**config.mk**
```make
export PLATFORM = sky130hd
export DESIGN_NAME = pe_credit_buf_flat
export DESIGN_NICKNAME = d
export VERILOG_FILES = /design/src/rtl/pe_credit_buf_pkg.sv /design/src/rtl/pe_credit_buf_if.sv /design/src/rtl/pe_credit_fifo.sv /design/src/rtl/pe_credit_buf.sv /design/src/flat_wrapper.sv
export SDC_FILE = /design/constraint.sdc
export NUM_CORES = 1
export LEC_CHECK = 0
export CORE_ASPECT_RATIO = 0.8
export CORE_MARGIN = 8
export CORE_UTILIZATION = 55
export CTS_BUF_LIST = sky130_fd_sc_hd__clkbuf_8 sky130_fd_sc_hd__clkbuf_16
export DETAILED_ROUTE_END_ITERATION = 6
export PLACE_DENSITY = 0.77
export SYNTH_ARGS = -nofsm -noshare
export SYNTH_HDL_FRONTEND = slang
export SYNTH_SLANG_ARGS = --single-unit
```
**constraint.sdc**
```tcl
create_clock -name clk -period 8.2 [get_ports clk]
set_input_delay 2.46 -clock clk [delete_from_list [all_inputs] [get_ports clk]]
set_output_delay 2.46 -clock clk [all_outputs]
set_load 0.005 [all_outputs]
```
**src/rtl/pe_credit_buf_pkg.sv**
```systemverilog
// Shared types and helpers for the PE credit buffer.
package pe_credit_buf_pkg;

  localparam int DEFAULT_DEPTH = 8;
  localparam int SAMPLE_W      = 32;

  typedef logic [SAMPLE_W-1:0] sample_t;

  typedef enum logic {
    MODE_BYPASS = 1'b0,
    MODE_PE     = 1'b1
  } mode_t;

  function automatic int clog2_plus1(input int n);
    return $clog2(n + 1);
  endfunction

endpackage

```
**src/rtl/pe_credit_buf_if.sv**
```systemverilog
// Upstream, PE-return and downstream handshake bundle of the credit buffer.
interface pe_credit_buf_if #(
  parameter int WIDTH = 32
);
  logic             up_valid;
  logic [WIDTH-1:0] up_data;
  logic             ready;
  logic             pe_valid;
  logic [WIDTH-1:0] pe_data;
  logic             out_valid;
  logic [WIDTH-1:0] out_data;
  logic             next_ready;

  modport master (
    output up_valid, up_data, pe_valid, pe_data, next_ready,
    input  ready, out_valid, out_data
  );

  modport slave (
    input  up_valid, up_data, pe_valid, pe_data, next_ready,
    output ready, out_valid, out_data
  );
endinterface

```
**src/rtl/pe_credit_fifo.sv**
```systemverilog
// Register-array FIFO with show-ahead read and count-based full/empty.
module pe_credit_fifo
  import pe_credit_buf_pkg::*;
#(
  parameter int WIDTH = 32,
  parameter int DEPTH = DEFAULT_DEPTH,
  parameter int CW    = clog2_plus1(DEPTH)
) (
  input  logic             clk,
  input  logic             rst_n,
  input  logic             flush,
  input  logic             push,
  input  logic             pop,
  input  logic [WIDTH-1:0] wdata,
  output logic [WIDTH-1:0] rdata,
  output logic [CW-1:0]    count,
  output logic             full,
  output logic             empty
);
  localparam int PW = $clog2(DEPTH);

  logic [WIDTH-1:0] mem [DEPTH];
  logic [PW-1:0]    wptr;
  logic [PW-1:0]    rptr;
  logic             push_ok;
  logic             pop_ok;

  // DEPTH need not be a power of two, so wrap explicitly
  function automatic logic [PW-1:0] bump(input logic [PW-1:0] p);
    return (p == PW'(DEPTH - 1)) ? '0 : p + 1'b1;
  endfunction

  assign empty   = (count == '0);
  assign full    = (count == CW'(DEPTH));
  assign pop_ok  = pop && !empty;
  assign push_ok = push && (!full || pop_ok);
  assign rdata   = mem[rptr];

  always_ff @(posedge clk or negedge rst_n) begin
    if (!rst_n) begin
      for (int i = 0; i < DEPTH; i++) mem[i] <= '0;
      wptr  <= '0;
      rptr  <= '0;
      count <= '0;
    end else if (flush) begin
      wptr  <= '0;
      rptr  <= '0;
      count <= '0;
    end else begin
      if (push_ok) begin
        mem[wptr] <= wdata;
        wptr      <= bump(wptr);
      end
      if (pop_ok) rptr <= bump(rptr);
      if (push_ok && !pop_ok)      count <= count + 1'b1;
      else if (pop_ok && !push_ok) count <= count - 1'b1;
    end
  end

endmodule

```
**src/rtl/pe_credit_buf.sv**
```systemverilog
// Credit-managed output buffer behind an FFT PE: reserves space for samples in flight.
module pe_credit_buf
  import pe_credit_buf_pkg::*;
#(
  parameter  int WIDTH  = $bits(sample_t),
  parameter  int DEPTH  = DEFAULT_DEPTH,
  parameter  int PE_LAT = 3,
  localparam int CW     = clog2_plus1(DEPTH)
) (
  input  logic              clk,
  input  logic              rst_n,
  pe_credit_buf_if.slave    bus,
  input  logic              select,
  input  logic              flush,
  output logic [CW-1:0]     occupancy,
  output logic [CW-1:0]     inflight,
  output logic              overflow,
  output logic              idle
);
  mode_t            mode;
  logic             mode_pending;
  logic [CW:0]      used;
  logic             up_fire;
  logic             pop;
  logic             wr_req;
  logic             wr_ok;
  logic             pe_ret;
  logic             fifo_full;
  logic             fifo_empty;
  logic [WIDTH-1:0] wr_data;

  // credits come from registered counts only; a same-cycle pop is not credited
  assign used         = {1'b0, occupancy} + {1'b0, inflight};
  assign mode_pending = (select != mode);
  assign bus.ready    = (used < (CW+1)'(DEPTH)) && !mode_pending && !flush;

  assign up_fire   = bus.up_valid && bus.ready;
  assign pop       = bus.out_valid && bus.next_ready;
  assign wr_req    = (mode == MODE_PE) ? bus.pe_valid : up_fire;
  assign wr_data   = (mode == MODE_PE) ? bus.pe_data  : bus.up_data;
  assign wr_ok     = wr_req && !flush && (!fifo_full || pop);
  assign pe_ret    = (mode == MODE_PE) && bus.pe_valid && (inflight != '0);

  assign bus.out_valid = !fifo_empty;
  assign idle          = (inflight == '0) && (occupancy == '0);

  always_ff @(posedge clk or negedge rst_n) begin
    if (!rst_n) begin
      mode     <= MODE_PE;
      inflight <= '0;
      overflow <= 1'b0;
    end else begin
      if (inflight == '0) mode <= mode_t'(select);
      case ({(mode == MODE_PE) && up_fire, pe_ret})
        2'b10:   inflight <= inflight + 1'b1;
        2'b01:   inflight <= inflight - 1'b1;
        default: inflight <= inflight;
      endcase
      if (flush)                                        overflow <= 1'b0;
      else if (wr_req && fifo_full && !pop)             overflow <= 1'b1;
    end
  end

  // a PE return with nothing in flight means the PE and buffer disagree
  always_ff @(posedge clk) begin
    if (rst_n && mode == MODE_PE)
      assert (!bus.pe_valid || inflight != '0)
        else $warning("pe_credit_buf: pe_valid with no samples in flight");
    if (rst_n)
      assert (PE_LAT >= 1 && inflight <= CW'(DEPTH))
        else $error("pe_credit_buf: inflight exceeds buffer depth");
  end

  pe_credit_fifo #(
    .WIDTH (WIDTH),
    .DEPTH (DEPTH),
    .CW    (CW)
  ) u_fifo (
    .clk   (clk),
    .rst_n (rst_n),
    .flush (flush),
    .push  (wr_ok),
    .pop   (pop && !flush),
    .wdata (wr_data),
    .rdata (bus.out_data),
    .count (occupancy),
    .full  (fifo_full),
    .empty (fifo_empty)
  );

endmodule

```
**src/flat_wrapper.sv**
```systemverilog
// flat-port wrapper written by rule: the top's interface ports become plain ports
module pe_credit_buf_flat import pe_credit_buf_pkg::*;
#(
  parameter  int WIDTH  = $bits(sample_t),
  parameter  int DEPTH  = DEFAULT_DEPTH,
  parameter  int PE_LAT = 3,
  localparam int CW     = clog2_plus1(DEPTH)
)
  (clk, rst_n, select, flush, occupancy, inflight, overflow, idle, bus_up_valid, bus_up_data, bus_pe_valid, bus_pe_data, bus_next_ready, bus_ready, bus_out_valid, bus_out_data);
  pe_credit_buf_if #(.WIDTH(WIDTH)) bus_i ();
  input  logic clk;
  input  logic rst_n;
  input  logic select;
  input  logic flush;
  output logic [CW-1:0] occupancy;
  output logic [CW-1:0] inflight;
  output logic overflow;
  output logic idle;
  input wire logic [$bits(bus_i.up_valid)-1:0] bus_up_valid;
  input wire logic [$bits(bus_i.up_data)-1:0] bus_up_data;
  input wire logic [$bits(bus_i.pe_valid)-1:0] bus_pe_valid;
  input wire logic [$bits(bus_i.pe_data)-1:0] bus_pe_data;
  input wire logic [$bits(bus_i.next_ready)-1:0] bus_next_ready;
  output wire logic [$bits(bus_i.ready)-1:0] bus_ready;
  output wire logic [$bits(bus_i.out_valid)-1:0] bus_out_valid;
  output wire logic [$bits(bus_i.out_data)-1:0] bus_out_data;
  assign bus_i.up_valid = bus_up_valid;
  assign bus_i.up_data = bus_up_data;
  assign bus_i.pe_valid = bus_pe_valid;
  assign bus_i.pe_data = bus_pe_data;
  assign bus_i.next_ready = bus_next_ready;
  assign bus_ready = bus_i.ready;
  assign bus_out_valid = bus_i.out_valid;
  assign bus_out_data = bus_i.out_data;
  pe_credit_buf #(.WIDTH(WIDTH), .DEPTH(DEPTH), .PE_LAT(PE_LAT)) u_core (.clk(clk), .rst_n(rst_n), .bus(bus_i), .select(select), .flush(flush), .occupancy(occupancy), .inflight(inflight), .overflow(overflow), .idle(idle));
endmodule
```
==> out/metrics.csv <==
metric,value,unit
mapped cell area,12400,µm²
CP Launch Type,input port,
Non-Filler Instances,1496,
slew at the pin closest to its max-slew limit,1.01,ns
final setup vio count,0,
power density cells,269,nW/µm²
Mapped Nets,1175,
WP data required,5.74,ns
clock transition at the registers of the reported paths,0.06,ns
worst hold-check path type,flip-flop to flip-flop,
Finished Cell Area,14600,µm²
FF+latch area,6810,µm²
fin. max-slew vios,0,
Highest Clock Rate,146,MHz
final WL,28100,µm
total die area,27600,µm²
Seq pwr share,0.421,
Slowest cell on crit path,clkdlybuf4s50_1,
syn avg cell area,11.4,µm²
all-layer global routing usage,0.210,
Switch Pwr,1.07,mW
status,"complete, no violations",
post-synthesis sequential area ratio,0.549,
via count,8664,
crit path cell chain,clkdlybuf4s50_1 > nor4_2 > and3_1 > and2_1 > clkdlybuf4s50_1,
Overflow after GRT,0,
CP peak stage delay,0.68,ns
"commonest non-fill, non-tap cells in the layout","dfrtp_1, nor2_1, a21oi_1, clkdlybuf4s50_1, mux4_2",
clk root buf,clkbuf_16,
first-pass GRT wire length,46900,µm
vias in the first global route,9052,
Final Skew,0.00732,ns
Clk network pwr share,0.308,
CTS Buf Count,27,
drt wl/cell,18.8,µm
Net Sw Frac,0.272,
Final #Nets,1257,
IO Count,115,
CP dominant cell by count,clkdlybuf4s50_1,
Final Hold Viols,0,
Comb pwr share,0.271,
Rows,49,
post_cts resized,0,
Inst Count DP,1449,
setup_tns,0,ns
Final Core Density,0.654,
die span in x,184,µm
multi-input logic area,5240,µm²
clock tree buffer depth,3,
#FFs+latches synth,272,
H-tree Lvls,1,
Core Area,22300,µm²
antenna violations before repair,0,
# Post-CTS Setup Buffers,0,
Fill cells,1711,
Starting Density,0.555,
time the worst path needs with I/O delays and setup,6.87,ns
Port-buffer cells,114,
clock latency at the later pin of the worst-skew pair,0.53,ns
arrival time at the worst endpoint,4.41,ns
Async SR Flop Fraction,1.00,
Synth Flop Type,dfrtp_1,
CTS tree,done,
placed cell areas,13700,µm²
P_int,2.86,mW
Post-synth EDFFs,0,
CP Class,input port to output port,
WHS,0.502,ns
DR vias/cell,5.79,
post-route ant nets,0,
die height,150,µm
share of cells above drive strength 1,0.145,
GP Congestion,0.728,
P&R area growth vs syn,17.8,%
# Max-Cap Violations,0,
drt initial violations,813,
crit end category,output port,
Synthesis Warnings,0,
Post-DP HPWL,16400,µm
worst vdd ir,0.195,mV
critical path peak fanout,16,
drt drc,0,
distinct cell type count after synthesis,45,
final period utilization,0.838,
Pre-antenna DRT Iters,7,
"commonest non-fill, non-tap cell in the layout",dfrtp_1,
Worst slew margin,0.326,
RSZ-0062 raised after global routing,no,
Static Leakage,6.33,nW
clock sinks,272,
largest net degree at the start of global routing,175,
Synth Instances,1090,
# diodes,0,
hold buffer count at cts,0,
==> registers in the layout, indices dropped and copies added (netlist names) <==
| name | flops |
|---|---|
| u_core.u_fifo.rptr | 3 |
| u_core.inflight | 4 |
| u_core.u_fifo.mem | 256 |
| u_core.overflow | 1 |
| u_core.mode | 1 |
| u_core.u_fifo.wptr | 3 |
| u_core.u_fifo.count | 4 |
==> Yosys cell counts (3+ instances only) <==
| master | number | area [µm²] |
|---|---|---|
| mux4_2 | 64 | 1440 |
| nand2_1 | 9 | 33.8 |
| a2111oi_4 | 6 | 165 |
| dfrtp_1 | 271 | 6780 |
| buf_2 | 34 | 170 |
| nand2b_1 | 4 | 25.0 |
| buf_4 | 4 | 30.0 |
| nor2b_1 | 3 | 18.8 |
| buf_1 | 6 | 22.5 |
| mux2_2 | 33 | 372 |
| xor2_1 | 3 | 26.3 |
| and2_1 | 3 | 18.8 |
| a21o_1 | 3 | 22.5 |
| mux2i_1 | 34 | 340 |
| clkbuf_1 | 30 | 113 |
| nor2_1 | 265 | 995 |
| a21oi_1 | 263 | 1320 |
| inv_1 | 5 | 18.8 |
| ha_1 | 12 | 150 |
| xnor2_1 | 3 | 26.3 |
==> through the flow <==
stage / power (mW) / setup WS [ns]
2_1_floorplan: 2.26 / 2.71
3_5_place_dp: 2.75 / 1.35
4_1_cts: 3.97 / 1.33
5_1_grt: 4.13 / 1.20
3_3_place_gp: 2.72 / 1.36
6_report: 3.93 / 1.33
==> area by class of cell <==
type,instances,area share
Clock buffer,31,0.0501
Clock inverter,16,0.00909
Inverter,7,0.00180
Multi-Input combinational cell,737,0.359
Sequential cell,272,0.467
Tap cell,306,0.0262
Timing Repair Buffer,127,0.0869
==> power by group through the flow <==
stage,combinational (mW),clock (mW),sequential [mW]
2_1_floorplan,0.661,0,1.60
3_3_place_gp,1.05,0,1.67
3_5_place_dp,1.07,0,1.68
4_1_cts,1.08,1.22,1.66
5_1_grt,1.17,1.28,1.68
6_report,1.07,1.21,1.66
==> final timing paths <==
path / start / end / slack [ns] / cells after the start
setup reg to reg: u_core.u_fifo.count[3] / u_core.u_fifo.mem[113] / 4.48 / 7
max in group asynchronous: rst_n / u_core.u_fifo.mem[178] / 4.96 / 2
hold / removal: u_core.overflow / u_core.overflow / 0.50 / 2
min in group asynchronous: rst_n / u_core.u_fifo.count[0] / 1.90 / 1
hold reg to reg: u_core.overflow / u_core.overflow / 0.50 / 2
setup / recovery: flush / bus_ready / 1.33 / 5
==> per-layer routing <==
layer  global-route usage  share of wire  vias to the layer above
met3               0.0355          0.053                       36
li1                     -              -                     4018
met5                    0              0                        -
met1                0.285           0.44                     4374
met4               0.0495          0.016                        0
met2                0.351           0.49                      236
==> kinds of logic after synthesis <==
family                     after synthesis  share of synthesized area
and+or+nand+nor                        299                     0.0970
AOI/OAI and AO/OA                      285                      0.130
DFF                                    272                      0.549
muxes                                  133                      0.176
buffers and inverters                   81                     0.0292
adders and majority gates               14                     0.0153
xor gates and xnor gates                 6                    0.00424
==> worst max-delay path: cells and delay by family <==
kind                   cells  cell delay, ns
buffers and inverters      2            1.18
and+or+nand+nor            3            0.77
Power figures use the tool's default switching activity.
